$ cat config.mk
export PLATFORM = sky130hd
export DESIGN_NAME = id_decode_hz
export DESIGN_NICKNAME = d
export VERILOG_FILES = /design/src/rtl/id_decode_hz.sv
export SDC_FILE = /design/constraint.sdc
export NUM_CORES = 2
export LEC_CHECK = 0
export ABC_AREA = 1
export CAP_MARGIN = 30
export CORE_AREA = 2 2 521 523
export DETAILED_ROUTE_END_ITERATION = 8
export DIE_AREA = 0 0 523 525
export SLEW_MARGIN = 20
export SYNTH_ARGS = -nofsm -noshare
export SYNTH_HDL_FRONTEND = slang
export SYNTH_SLANG_ARGS = --single-unit
$ cat constraint.sdc
create_clock -name clk -period 1.7 [get_ports clk]
set_input_delay 0.34 -clock clk [delete_from_list [all_inputs] [get_ports clk]]
set_output_delay 0.34 -clock clk [all_outputs]
set_load 0.01 [all_outputs]
$ cat src/rtl/id_decode_hz.sv
// id_decode_hz: decode stage with integrated register file, WB write-through
// bypass, load-use stall, flush squash, sticky HALT and per-class counters.
module id_decode_hz #(
  parameter  int DATA_W   = 32,
  parameter  int NUM_REGS = 32,
  parameter  int CNT_W    = 16,
  localparam int REG_AW   = $clog2(NUM_REGS)
) (
  input  logic                       clk,
  input  logic                       reset,
  input  logic                       if_valid,
  input  logic [31:0]                inst,
  input  logic [31:0]                pc4_in,
  output logic                       id_stall,
  input  logic                       ex_flush,
  input  logic                       wb_we,
  input  logic [REG_AW-1:0]          wb_addr,
  input  logic [DATA_W-1:0]          wb_data,
  output logic                       ex_valid,
  output logic                       ex_branch,
  output logic                       ex_mem_read,
  output logic                       ex_mem_write,
  output logic                       ex_reg_write,
  output logic [5:0]                 ex_opcode,
  output logic [DATA_W-1:0]          ex_rs_val,
  output logic [DATA_W-1:0]          ex_rt_val,
  output logic [DATA_W-1:0]          ex_imm,
  output logic [REG_AW-1:0]          ex_rs_addr,
  output logic [REG_AW-1:0]          ex_rt_addr,
  output logic [REG_AW-1:0]          ex_rd_addr,
  output logic [31:0]                ex_pc4,
  output logic                       halted,
  output logic [CNT_W-1:0]           arith_cnt,
  output logic [CNT_W-1:0]           logic_cnt,
  output logic [CNT_W-1:0]           mem_cnt,
  output logic [CNT_W-1:0]           ctrl_cnt,
  output logic [NUM_REGS*DATA_W-1:0] regs_out
);

  typedef struct packed {
    logic                valid;
    logic                branch;
    logic                mem_read;
    logic                mem_write;
    logic                reg_write;
    logic [5:0]          opcode;
    logic [DATA_W-1:0]   rs_val;
    logic [DATA_W-1:0]   rt_val;
    logic [DATA_W-1:0]   imm;
    logic [REG_AW-1:0]   rs_addr;
    logic [REG_AW-1:0]   rt_addr;
    logic [REG_AW-1:0]   rd_addr;
    logic [31:0]         pc4;
  } ex_t;

  localparam logic [5:0] OP_LDW = 6'd12, OP_STW = 6'd13, OP_BZ = 6'd14,
                         OP_BEQ = 6'd15, OP_JR = 6'd16, OP_HALT = 6'd17, OP_NOP = 6'd63;

  logic [DATA_W-1:0] regs_q [NUM_REGS];
  logic [DATA_W-1:0] regs_d [NUM_REGS];
  ex_t               ex_q, ex_d;
  logic              halted_q, halted_d;
  logic [CNT_W-1:0]  arith_q, arith_d, logic_q, logic_d, mem_q, mem_d, ctrl_q, ctrl_d;

  logic [5:0]        op;
  logic [REG_AW-1:0] rs, rt, rd;
  logic [DATA_W-1:0] imm_sx, rs_rd, rt_rd;
  logic              is_r, is_i, is_ldw, is_stw, is_br, is_halt, is_nop, legal;
  logic              use_rs, use_rt, hazard, accepted, issue;

  function automatic logic [CNT_W-1:0] sat_inc(input logic [CNT_W-1:0] c);
    return (&c) ? c : c + CNT_W'(1);
  endfunction

  // Field extraction, class decode and bypassed operand reads.
  always_comb begin
    op      = inst[31:26];
    rs      = inst[21 +: REG_AW];
    rt      = inst[16 +: REG_AW];
    rd      = inst[11 +: REG_AW];
    imm_sx  = DATA_W'($signed(inst[15:0]));
    is_r    = (op <= 6'd10) && !op[0];
    is_i    = (op <= 6'd11) && op[0];
    is_ldw  = (op == OP_LDW);
    is_stw  = (op == OP_STW);
    is_br   = (op == OP_BZ) || (op == OP_BEQ) || (op == OP_JR);
    is_halt = (op == OP_HALT);
    is_nop  = (op == OP_NOP);
    legal   = (op <= OP_HALT) || is_nop;
    use_rs  = is_r || is_i || is_ldw || is_stw || is_br;
    use_rt  = is_r || is_stw || (op == OP_BEQ);
    // R0 is hard zero; a same-cycle WB write to the source wins over the array.
    rs_rd = regs_q[rs];
    if (rs == '0) rs_rd = '0;
    else if (wb_we && wb_addr == rs) rs_rd = wb_data;
    rt_rd = regs_q[rt];
    if (rt == '0) rt_rd = '0;
    else if (wb_we && wb_addr == rt) rt_rd = wb_data;
  end

  // Load-use detection; flush and halt both cancel the stall.
  always_comb begin
    hazard   = ex_q.valid && ex_q.mem_read && (ex_q.rd_addr != '0) &&
               ((use_rs && rs == ex_q.rd_addr) || (use_rt && rt == ex_q.rd_addr));
    id_stall = if_valid && hazard && !ex_flush && !halted_q;
    accepted = if_valid && !id_stall && !ex_flush && !halted_q;
    issue    = accepted && legal && !is_nop;
  end

  // Next EX register, counters, halt flag and register-file write.
  always_comb begin
    ex_d     = '0;
    halted_d = halted_q;
    arith_d  = arith_q;
    logic_d  = logic_q;
    mem_d    = mem_q;
    ctrl_d   = ctrl_q;
    regs_d   = regs_q;
    if (wb_we && wb_addr != '0) regs_d[wb_addr] = wb_data;
    if (issue) begin
      ex_d.valid  = 1'b1;
      ex_d.opcode = op;
      ex_d.pc4    = pc4_in;
      if (!is_halt) begin
        ex_d.rs_addr   = use_rs ? rs : '0;
        ex_d.rs_val    = use_rs ? rs_rd : '0;
        ex_d.rt_addr   = use_rt ? rt : '0;
        ex_d.rt_val    = use_rt ? rt_rd : '0;
        ex_d.imm       = is_r ? '0 : imm_sx;
        ex_d.rd_addr   = is_r ? rd : ((is_i || is_ldw) ? rt : '0);
        ex_d.reg_write = is_r || is_i || is_ldw;
        ex_d.mem_read  = is_ldw;
        ex_d.mem_write = is_stw;
        ex_d.branch    = is_br;
      end
      if (op <= 6'd5)        arith_d = sat_inc(arith_q);
      else if (op <= 6'd11)  logic_d = sat_inc(logic_q);
      else if (op <= OP_STW) mem_d   = sat_inc(mem_q);
      else                   ctrl_d  = sat_inc(ctrl_q);
      if (is_halt) halted_d = 1'b1;
    end
  end

  // State registers with synchronous reset.
  always_ff @(posedge clk) begin
    if (reset) begin
      regs_q   <= '{default: '0};
      ex_q     <= '0;
      halted_q <= 1'b0;
      arith_q  <= '0;
      logic_q  <= '0;
      mem_q    <= '0;
      ctrl_q   <= '0;
    end else begin
      regs_q   <= regs_d;
      ex_q     <= ex_d;
      halted_q <= halted_d;
      arith_q  <= arith_d;
      logic_q  <= logic_d;
      mem_q    <= mem_d;
      ctrl_q   <= ctrl_d;
    end
  end

  assign ex_valid     = ex_q.valid;
  assign ex_branch    = ex_q.branch;
  assign ex_mem_read  = ex_q.mem_read;
  assign ex_mem_write = ex_q.mem_write;
  assign ex_reg_write = ex_q.reg_write;
  assign ex_opcode    = ex_q.opcode;
  assign ex_rs_val    = ex_q.rs_val;
  assign ex_rt_val    = ex_q.rt_val;
  assign ex_imm       = ex_q.imm;
  assign ex_rs_addr   = ex_q.rs_addr;
  assign ex_rt_addr   = ex_q.rt_addr;
  assign ex_rd_addr   = ex_q.rd_addr;
  assign ex_pc4       = ex_q.pc4;
  assign halted       = halted_q;
  assign arith_cnt    = arith_q;
  assign logic_cnt    = logic_q;
  assign mem_cnt      = mem_q;
  assign ctrl_cnt     = ctrl_q;

  for (genvar i = 0; i < NUM_REGS; i++) begin : g_dump
    assign regs_out[i*DATA_W +: DATA_W] = regs_q[i];
  end

endmodule

==> reports/results.tsv <==
stage	metric	value	unit
synthesis	syn avg cell area	6.86	sq um
sta	Final setup viols	375	
cts	Sink Count	1227	
global_routing	total grt overflow	0	
final_layout	final core occ	38.6	%
pwr	Peak VDD IR	0.650	mV
setup_path	critical path arrival	2.13	ns
route	Remaining DRCs	0	
sta	worst slew pin tran	0.738	ns
synthesis	ranking of synthesized cells by area	dfxtp_1 41%, o21ai_0 15%, a21oi_1 12%	
setup_path	Cell Chain, Critical Path	nor3_2, buf_4, nand3_1, a31oi_4, nand2_4, inv_2, buf_6	
synthesis	Post-Syn Nets	8945	
sta	Pins Over Slew Limit	0	
route	Vias/cell	5.25	
final_layout	Reg area	27200	sq um
sta	Hold Vio Cnt, Final	0	
placed_design	Routability Congestion	0.975	
global_routing	vias in the first global route	70841	
global_routing	initial antenna violation count	32	
global_routing	GRT Total Usage	31.1	%
synthesis	Syn Inst Count	8835	
cts	worst-skew pair later-pin latency	0.86	ns
final_layout	commonest non-fill, non-tap cells in the layout	1792 x o21ai_0, 1420 x a21oi_1, 1326 x buf_4	
sta	Final Cycle Share	145	%
synthesis	Synth Register Bits	1227	
route	1st-iter DRT viols	8573	
outcome	status	finished with violations	
floorplanning	Core ar.	269000	sq um
route	ANT nets after route	0	
final_layout	filler instances	27547	
floorplanning	DIE HEIGHT	525	um
setup_path	critical path type	flip-flop to output port	
cts	CTS tree	yes	
floorplanning	Initial Util	22.5	%
final_layout	nets@finish	11358	
sta	Period minus WS final	2.47	ns
setup_path	Required @ worst endpoint	1.36	ns
route	drt first pass iters	8	
sta	worst setup margin	-0.771	ns
setup_path	Crit. End Element	output port	
final_layout	Layout area overhead	71.5	%
final_layout	Multi-input gate area	31100	sq um
final_layout	share of layout cells above drive strength 1	40.8	%
floorplanning	FP Rows	191	
synthesis	Yosys top cell by area	dfxtp_1	
sta	Max transition margin	50.8	%
pwr	pwr dens	744	nW/um^2
sta	RSZ-0062 raised after global routing	yes	
min_path	Worst Hold Class	input pin to flip-flop	
setup_path	Worst R2R Setup Slack	-0.76	ns
synthesis	synthesis warning total	0	
cts	H-tree depth	4	
final_layout	commonest non-fill, non-tap cell in the layout	o21ai_0	
job	max-cap check violation count	0	
floorplanning	die area	275000	sq um
synthesis	Synth cell types	38	
sta	clock skew	0.0693	ns
sta	Max Fclk	405	MHz
route	wire per inst	30.6	um
cts	Worst-path clk slew	0.06	ns
cts	CTS max path bufs	4	
setup_path	max incr delay on CP	0.33	ns
route	final WL	457	mm
global_routing	largest net degree at the start of global routing	74	
route	routed vias	78508	
placed_design	placed cell area	88700	sq um
placed_design	DP HPWL	349	mm
setup_path	slowest library cell on the worst path	dfxtp_2	
synthesis	area fraction of the dominant cell type after synthesis	40.5	%
floorplanning	# IOs	1350	
synthesis	Seq/Total Area, Yosys	40.5	%
setup_path	CP max FO	2	
cts	CTS buffer count	161	
setup_path	crit start category	flip-flop	
sta	Total Neg Setup Slack	-129.52	ns
pwr	Leak	0.0439	uW
global_routing	first-pass GRT wire length	601	mm
floorplanning	die width	523	um
placed_design	DP Worst Slack	-1.73	ns
cts	Clk Tree Root Cell	clkbuf_16	
placed_design	Port Buffers	1349	
synthesis	synthesized area	60600	sq um
final_layout	post-route cell area	104000	sq um
outcome	violated checks	setup timing	
[metal layers]
metal | wire, um | track usage [%]
met1 | 163000 | 35.0
met2 | 203000 | 49.2
met3 | 47200 | 9.30
met4 | 43200 | 24.2
met5 | 24 | 0
[power breakdown]
part	switching [uW]	internal (uW)
clock	14600	21700
sequential	362	28400
combinational	7490	4750
total	22500	54900
[final cells by class]
cell class,count,share of cell area (%)
repair buffers,3144,31.7
clock inverters,57,0.823
multi-input cells,6003,29.9
well taps,3570,4.29
inverters,711,2.65
clock buffers,221,4.41
diodes,21,0.0505
flip-flops and latches,1227,26.1
[synthesized netlist by cell type]
library cell  number
o21ai_0         1796
a21oi_1         1484
dfxtp_1         1227
nand2_1          770
nand3_1          694
inv_1            683
nor2_1           640
clkbuf_1         634
o211ai_1         379
buf_2            168
nand4_1           99
buf_1             66
xor2_1            32
nor3_1            27
xnor2_1           24
buf_4             23
o22ai_1           17
clkinv_1          14
inv_2             13
o21bai_1           6
a22oi_1            5
ha_1               4
nand3_2            4
nand3b_1           4
a221oi_1           3
buf_6              3
nand2_2            3
nand4_2            3
a21boi_0           1
a21oi_2            1
a31oi_1            1
and3_1             1
conb_1             1
inv_4              1
nor2_2             1
nor2_8             1
nor4_1             1
or4_1              1
[worst max-delay path: cells and delay by family, from the launching register on]
family,cells,cell delay (ns)
AO/OA/AOI/OAI,1,0.22
buffers and inverters,3,0.36
flip-flops,1,0.33
AND/OR/NAND/NOR,3,0.39
[repair_timing]
item,CTS,global route
hold buffers,39,0
cloned,3,23
setup endpoints to repair,2391,1511
pin swaps,15,66
resized for setup,4727,2814
buffers inserted,480,168
endpoints found under the hold margin,52,0
[sequential cells by signal (all words and copies together), names as in the netlist, 32 cells and up]
signal and flops:
ex_rt_val 32, ex_pc4 32, ex_rs_val 32, regs_out 1024
[path summary, 6_finish.rpt]
kind                 start       endpoint  cells past startpoint
max                 halted       id_stall                      7
min            wb_data[22]  regs_out[662]                      3
max reg2reg  ex_rd_addr[4]  ex_rt_val[19]                     15
min reg2reg    regs_out[8]    regs_out[8]                      2
[cells by family (layout without fill, tap and decap cells)]
| logic type | count (synthesis) | after routing | share of synthesized area (%) |
|---|---|---|---|
| xor gates and xnor gates | 56 | 56 | 0.809 |
| DFF | 1227 | 1227 | 40.5 |
| adders and majority gates | 4 | 4 | 0.0825 |
| and+or+nand+nor | 2249 | 2249 | 16.0 |
| AOI/OAI and AO/OA | 3693 | 3693 | 32.2 |
| other | 1 | 22 | 0.00618 |
| buffers and inverters | 1605 | 4133 | 10.5 |
[through the flow]
step | total power, uW | instances | hold slack (ns)
5_1_grt | 79500 | 14948 | 0.0423
2_1_floorplan | 34500 | 8835 | 0.452
3_5_place_dp | 41600 | 14081 | 0.440
3_3_place_gp | 41500 | 14081 | 0.438
4_1_cts | 77700 | 14786 | 0.0000870
6_report | 77400 | 14954 | 0.0539
(Power assumes the default switching activity.)
